File: config.mk
export PLATFORM = sky130hd
export DESIGN_NAME = crack_seq
export DESIGN_NICKNAME = d
export VERILOG_FILES = /design/src/rtl/crack_seq.sv
export SDC_FILE = /design/constraint.sdc
export NUM_CORES = 1
export LEC_CHECK = 0
export BUFFER_PORTS_ARGS = -buffer_cell sky130_fd_sc_hd__clkbuf_2
export CAP_MARGIN = 15
export CORE_MARGIN = 4
export CORE_UTILIZATION = 50
export DETAILED_ROUTE_END_ITERATION = 10
export GPL_ROUTABILITY_DRIVEN = 0
export HOLD_SLACK_MARGIN = 0.12
export PLACE_DENSITY_LB_ADDON = 0.08
export SETUP_SLACK_MARGIN = 0.02
export SLEW_MARGIN = 20
export SYNTH_ARGS = -nofsm -noshare
export SYNTH_HDL_FRONTEND = slang
export SYNTH_SLANG_ARGS = --single-unit
File: constraint.sdc
create_clock -name clk -period 1.89 [get_ports clk]
set_input_delay 0.189 -clock clk [delete_from_list [all_inputs] [get_ports clk]]
set_output_delay 0.189 -clock clk [all_outputs]
set_load 0.01 [all_outputs]
File: src/rtl/crack_seq.sv
// Launch/collect sequencer for a 24-bit key cracker with a six-digit seven-segment result display.
// Optional watchdog/abort path is built only when CRACK_TIMEOUT_EN is defined.
module crack_seq #(
    parameter logic [31:0] TIMEOUT_CYCLES = 32'd50_000_000
) (
    input  logic        clk,
    input  logic        rst_n,
    input  logic        start,
    output logic        crk_en,
    input  logic        crk_rdy,
    input  logic [23:0] crk_key,
    input  logic        crk_key_valid,
    output logic        crk_rst_n,
    output logic        busy,
    output logic        done,
    output logic        fail,
    output logic [6:0]  hex0,
    output logic [6:0]  hex1,
    output logic [6:0]  hex2,
    output logic [6:0]  hex3,
    output logic [6:0]  hex4,
    output logic [6:0]  hex5
);

    localparam int unsigned KEY_W   = 24;
    localparam int unsigned SEG_W   = 7;
    localparam int unsigned DIGITS  = 6;
    localparam logic [SEG_W-1:0] SEG_BLANK = 7'b1111111;
    localparam logic [SEG_W-1:0] SEG_DASH  = 7'b0111111;

    typedef enum logic [2:0] {
        IDLE      = 3'd0,
        LAUNCH    = 3'd1,
        WAIT_BUSY = 3'd2,
        WAIT_DONE = 3'd3,
`ifdef CRACK_TIMEOUT_EN
        ABORT     = 3'd5,
`endif
        SHOW      = 3'd4
    } state_e;

    state_e             state_q, state_d;
    logic               start_q;
    logic               armed_q;
    logic [KEY_W-1:0]   key_r_q, key_r_d;
    logic               valid_r_q, valid_r_d;
    logic               crk_en_q, crk_en_d;
    logic               crk_rst_n_q, crk_rst_n_d;
    logic               busy_q, busy_d;
    logic               done_q, done_d;
    logic               fail_q, fail_d;
    logic               start_edge;

`ifdef CRACK_TIMEOUT_EN
    localparam int unsigned WD_W = 32;
    logic [WD_W-1:0]    watchdog_q, watchdog_d;
    logic               abort_cnt_q, abort_cnt_d;
    logic               timeout_hit;
    assign timeout_hit = (watchdog_q == (TIMEOUT_CYCLES - 32'd1));
`else
    logic               unused_timeout;
    assign unused_timeout = ^TIMEOUT_CYCLES;
`endif

    // armed_q masks the first cycle after reset so a start already held high cannot look like an edge
    assign start_edge = start & ~start_q & armed_q;

    // State and registered outputs
    always_ff @(posedge clk or negedge rst_n) begin
        if (!rst_n) begin
            state_q     <= IDLE;
            start_q     <= 1'b0;
            armed_q     <= 1'b0;
            key_r_q     <= '0;
            valid_r_q   <= 1'b0;
            crk_en_q    <= 1'b0;
            crk_rst_n_q <= 1'b1;
            busy_q      <= 1'b0;
            done_q      <= 1'b0;
            fail_q      <= 1'b0;
`ifdef CRACK_TIMEOUT_EN
            watchdog_q  <= '0;
            abort_cnt_q <= 1'b0;
`endif
        end else begin
            state_q     <= state_d;
            start_q     <= start;
            armed_q     <= 1'b1;
            key_r_q     <= key_r_d;
            valid_r_q   <= valid_r_d;
            crk_en_q    <= crk_en_d;
            crk_rst_n_q <= crk_rst_n_d;
            busy_q      <= busy_d;
            done_q      <= done_d;
            fail_q      <= fail_d;
`ifdef CRACK_TIMEOUT_EN
            watchdog_q  <= watchdog_d;
            abort_cnt_q <= abort_cnt_d;
`endif
        end
    end

    // Next-state and result capture
    always_comb begin
        state_d   = state_q;
        key_r_d   = key_r_q;
        valid_r_d = valid_r_q;
`ifdef CRACK_TIMEOUT_EN
        watchdog_d  = watchdog_q;
        abort_cnt_d = abort_cnt_q;
`endif
        case (state_q)
            IDLE, SHOW: begin
                if (start_edge && crk_rdy) begin
                    state_d = LAUNCH;
                end
            end
            LAUNCH: begin
                state_d = WAIT_BUSY;
            end
            WAIT_BUSY: begin
                if (!crk_rdy) begin
                    state_d = WAIT_DONE;
                end
`ifdef CRACK_TIMEOUT_EN
                else if (timeout_hit) begin
                    state_d     = ABORT;
                    abort_cnt_d = 1'b0;
                end
`endif
            end
            WAIT_DONE: begin
                if (crk_rdy) begin
                    state_d   = SHOW;
                    key_r_d   = crk_key;
                    valid_r_d = crk_key_valid;
                end
`ifdef CRACK_TIMEOUT_EN
                else if (timeout_hit) begin
                    state_d     = ABORT;
                    abort_cnt_d = 1'b0;
                end
`endif
            end
`ifdef CRACK_TIMEOUT_EN
            ABORT: begin
                if (abort_cnt_q) begin
                    state_d   = SHOW;
                    valid_r_d = 1'b0;
                end else begin
                    abort_cnt_d = 1'b1;
                end
            end
`endif
            default: begin
                state_d = IDLE;
            end
        endcase
`ifdef CRACK_TIMEOUT_EN
        if (state_d == LAUNCH) begin
            watchdog_d = '0;
        end else if (state_d == WAIT_BUSY || state_d == WAIT_DONE) begin
            watchdog_d = watchdog_q + 32'd1;
        end
`endif
    end

    // Output decode from the upcoming state so every flag is registered
    always_comb begin
        crk_en_d    = (state_d == LAUNCH);
        busy_d      = (state_d == LAUNCH) || (state_d == WAIT_BUSY) || (state_d == WAIT_DONE);
        done_d      = (state_d == SHOW);
        fail_d      = (state_d == SHOW) && !valid_r_d;
        crk_rst_n_d = 1'b1;
`ifdef CRACK_TIMEOUT_EN
        busy_d      = busy_d || (state_d == ABORT);
        crk_rst_n_d = (state_d != ABORT);
`endif
    end

    assign crk_en    = crk_en_q;
    assign crk_rst_n = crk_rst_n_q;
    assign busy      = busy_q;
    assign done      = done_q;
    assign fail      = fail_q;

    function automatic logic [SEG_W-1:0] hex_glyph(input logic [3:0] nib);
        case (nib)
            4'h0: hex_glyph = 7'b1000000;
            4'h1: hex_glyph = 7'b1111001;
            4'h2: hex_glyph = 7'b0100100;
            4'h3: hex_glyph = 7'b0110000;
            4'h4: hex_glyph = 7'b0011001;
            4'h5: hex_glyph = 7'b0010010;
            4'h6: hex_glyph = 7'b0000010;
            4'h7: hex_glyph = 7'b1111000;
            4'h8: hex_glyph = 7'b0000000;
            4'h9: hex_glyph = 7'b0010000;
            4'hA: hex_glyph = 7'b0001000;
            4'hB: hex_glyph = 7'b0000011;
            4'hC: hex_glyph = 7'b1000110;
            4'hD: hex_glyph = 7'b0100001;
            4'hE: hex_glyph = 7'b0000110;
            default: hex_glyph = 7'b0001110;
        endcase
    endfunction

    logic [SEG_W-1:0] digit [DIGITS];

    // Display decode: glyphs for a found key, dashes for no key, blank otherwise
    always_comb begin
        for (int i = 0; i < DIGITS; i++) begin
            digit[i] = SEG_BLANK;
            if (state_q == SHOW) begin
                digit[i] = valid_r_q ? hex_glyph(key_r_q[4*i +: 4]) : SEG_DASH;
            end
        end
    end

    assign hex0 = digit[0];
    assign hex1 = digit[1];
    assign hex2 = digit[2];
    assign hex3 = digit[3];
    assign hex4 = digit[4];
    assign hex5 = digit[5];

endmodule

==> flow_summary_export.csv <==
group,metric,value,unit
outcome,outcome,"finished, final reports clean",
synthesis,synthAdderAreaFrac,14.94,%
die,die_w,85.66,microns
clocking,clockRootBuffer,"clkbuf_8",
critical_path,startpoint_type,"register",
critical_path,endpoint_kind,"output pin",
finish,final_cell_mix,"56 x clkbuf_2, 25 x nand2_1, 25 x dfrtp_1",
synthesis,synth_xor_area_share,0,%
global_route,groute.usage.overall,18.75,%
critical_path,critPathMaxFanout,4,
synthesis,synth_top_family_by_area,"multiplexers",
synthesis,synth_top_cell_area_share,28.22,%
clocking,path_clk_slew,70,ps
placement,dp_hpwl,4.916,mm
detailed_routing,vias_per_cell,5.347,
critical_path,criticalPathCategory,"reg2out",
sta,setup_viol,0,
detailed_routing,wl_per_cell,14.72,microns
die,rows,28,
sta,fmax,0.5367,GHz
sta,finalSetupTns,0,ps
finish,drive_gt1_share,49.25,%
power,power.density,1532,nW/um^2
clocking,cts_max_path_buffers,2,
die,ioPinCount,76,
synthesis,synth_largest_area_cell,"dfrtp_1",
global_route,grt_pass1_wl,11.32,mm
run,cap_violations,0,
sta,worst_slack,26.76,ps
synthesis,synth_cells,312,
critical_path,crit_required,1700,ps
detailed_routing,drc,0,
sta,finalCritPeriodShare,98.58,%
global_route,overflow,0,
synthesis,syn-cell-area,3015,sq um
synthesis,async_reset_ff_share,100.0,%
finish,nNetsFinal,464,
hold_path,holdCritPathClass,"in2reg",
finish,syn2layout_area_growth,29.83,%
finish,final_util,66.52,%
synthesis,synthSimpleGateAreaFrac,14.69,%
placement,dp_cells,448,
placement,place_ws,161.1,ps
synthesis,yosysSeqAreaShare,28.22,%
clocking,cts_made_buffers,5,
clocking,cts_tree,"done",
synthesis,synth-seq-cells,34,
sta,finalHoldViolations,0,
finish,final_common_cell,"clkbuf_2",
sta,finalMaxSlewViolations,0,
die,coreArea,5886,sq um
detailed_routing,drt_iter0_drc,87,
sta,rsz0062_at_grt,"true",
synthesis,avgSynthCellArea,9.665,sq um
synthesis,ys_warn_count,0,
die,start_util,51.23,%
synthesis,synth_cell_types,34,
clocking,cts.sinks,34,
global_route,grt_pass1_vias,2405,
synthesis,synth_area_leaders,"dfrtp_1 28%, ha_1 15%, mux2_4 8.5%, mux2_2 8.2%, o311ai_0 6.1%",
clocking,h-tree-depth,2,
power,power_leakage,1.792,nW
finish,finalNonFillerCells,475,
detailed_routing,finalWirelength,6.991,mm
detailed_routing,first_pass_iters,4,
synthesis,synth.area.mux_share,19.00,%
die,die-area,7338,sq um
finish,diodes,0,
synthesis,ys.flop_type,"dfrtp_1",
power,vdd.ir_drop.worst,0.9159,mV
die,die_y,85.66,microns
global_route,grt_max_degree,25,
sta,min_period,1863,ps
detailed_routing,detail-route-antenna-nets,0,
synthesis,synth_compound_area_share,14.77,%
clocking,clock_latency,280,ps
global_route,antenna_found_initial,0,
sta,hold_slack,129.8,ps
synthesis,synth_edf_count,0,
critical_path,crit_arrival,1670,ps
detailed_routing,vias,2540,
placement,placement.io_buffers,74,
sta,finalClockSkew,4.159,ps
-- repair_timing --
| action | CTS | global route |
|---|---|---|
| hold buffers | 2 | 0 |
| setup endpoints to repair | 29 | 39 |
| cloned | 0 | 0 |
| hold endpoints to repair | 35 | 0 |
| pin swaps | 1 | 7 |
| resized for setup | 27 | 70 |
| setup buffers | 12 | 5 |
-- worst max-delay path, cell delays in order (launching register included) --
cell	delay, ps
dfrtp_2	440
ha_2	210
mux2_2	250
a311o_1	350
buf_2	140
-- where the power goes --
part / switching (W) / leakage [nW] / internal, W
Combinational: 0.00166 / 1.32 / 0.00184
Clock: 0.000260 / 0.0714 / 0.000562
Sequential: 0.000611 / 0.402 / 0.00107
Total: 0.00253 / 1.79 / 0.00347
-- cell type report --
cell class	count	area, sq um
multi-input cells	228	2071
fillers	468	1971
flip-flops and latches	34	862.1
repair buffers	106	650.6
inverters	24	95.09
well taps	75	93.84
clock buffers	6	82.58
clock inverters	2	60.06
-- path summary, 6_finish.rpt --
| kind | to | slack, ps | cells past startpoint | start |
|---|---|---|---|---|
| min reg2reg | state_q[0] | 580 | 2 | state_q[1] |
| max | hex0[6] | 30 | 4 | key_r_q[0] |
| min in group asynchronous | key_r_q[17] | 250 | 2 | rst_n |
| min | fail | 130 | 2 | crk_key_valid |
| max reg2reg | key_r_q[22] | 470 | 4 | state_q[1] |
| max in group asynchronous | key_r_q[20] | 1170 | 3 | rst_n |
-- kinds of logic (layout without fill, tap and decap cells) --
| logic type | count (synthesis) | after routing |
|---|---|---|
| and+or+nand+nor | 89 | 89 |
| adders and majority gates | 36 | 36 |
| muxes | 46 | 46 |
| AOI/OAI and AO/OA | 55 | 55 |
| buffers and inverters | 51 | 138 |
| DFF | 34 | 34 |
| other | 1 | 2 |
-- flip-flops by register name (all words and copies together), names as in the netlist --
name	flops
busy	1
state_q	3
start_q	1
crk_en	1
valid_r_q	1
key_r_q	24
done	1
armed_q	1
fail	1
-- per-stage QoR --
step | area, sq um | power [W]
global route | 3915 | 0.006539
detailed placement | 3422 | 0.004465
CTS | 3712 | 0.005577
finish | 3915 | 0.005999
floorplan | 3019 | 0.003823
global placement | 3422 | 0.004442
-- Yosys cell counts (all sizes together) (2+ instances only) --
cell	number
inv	24
buf	16
o311ai	22
nand3	13
nor2	18
mux2i	7
and3	2
ha	36
o211ai	15
nand2b	9
nor2b	15
nor4b	2
o21ai	5
dfrtp	34
mux2	39
nand2	27
a311o	6
a211o	5
clkbuf	11
-- routing by layer --
layer  share of wire (%)  global-route usage, %  up-vias
met4                 1.5                  4.748        0
li1                    -                      -     1276
met3                 4.5                  3.842        8
met1                  46                  25.49     1195
met2                  48                  30.51       61
met5                   0                      0        -
Power figures use the tool's default switching activity.
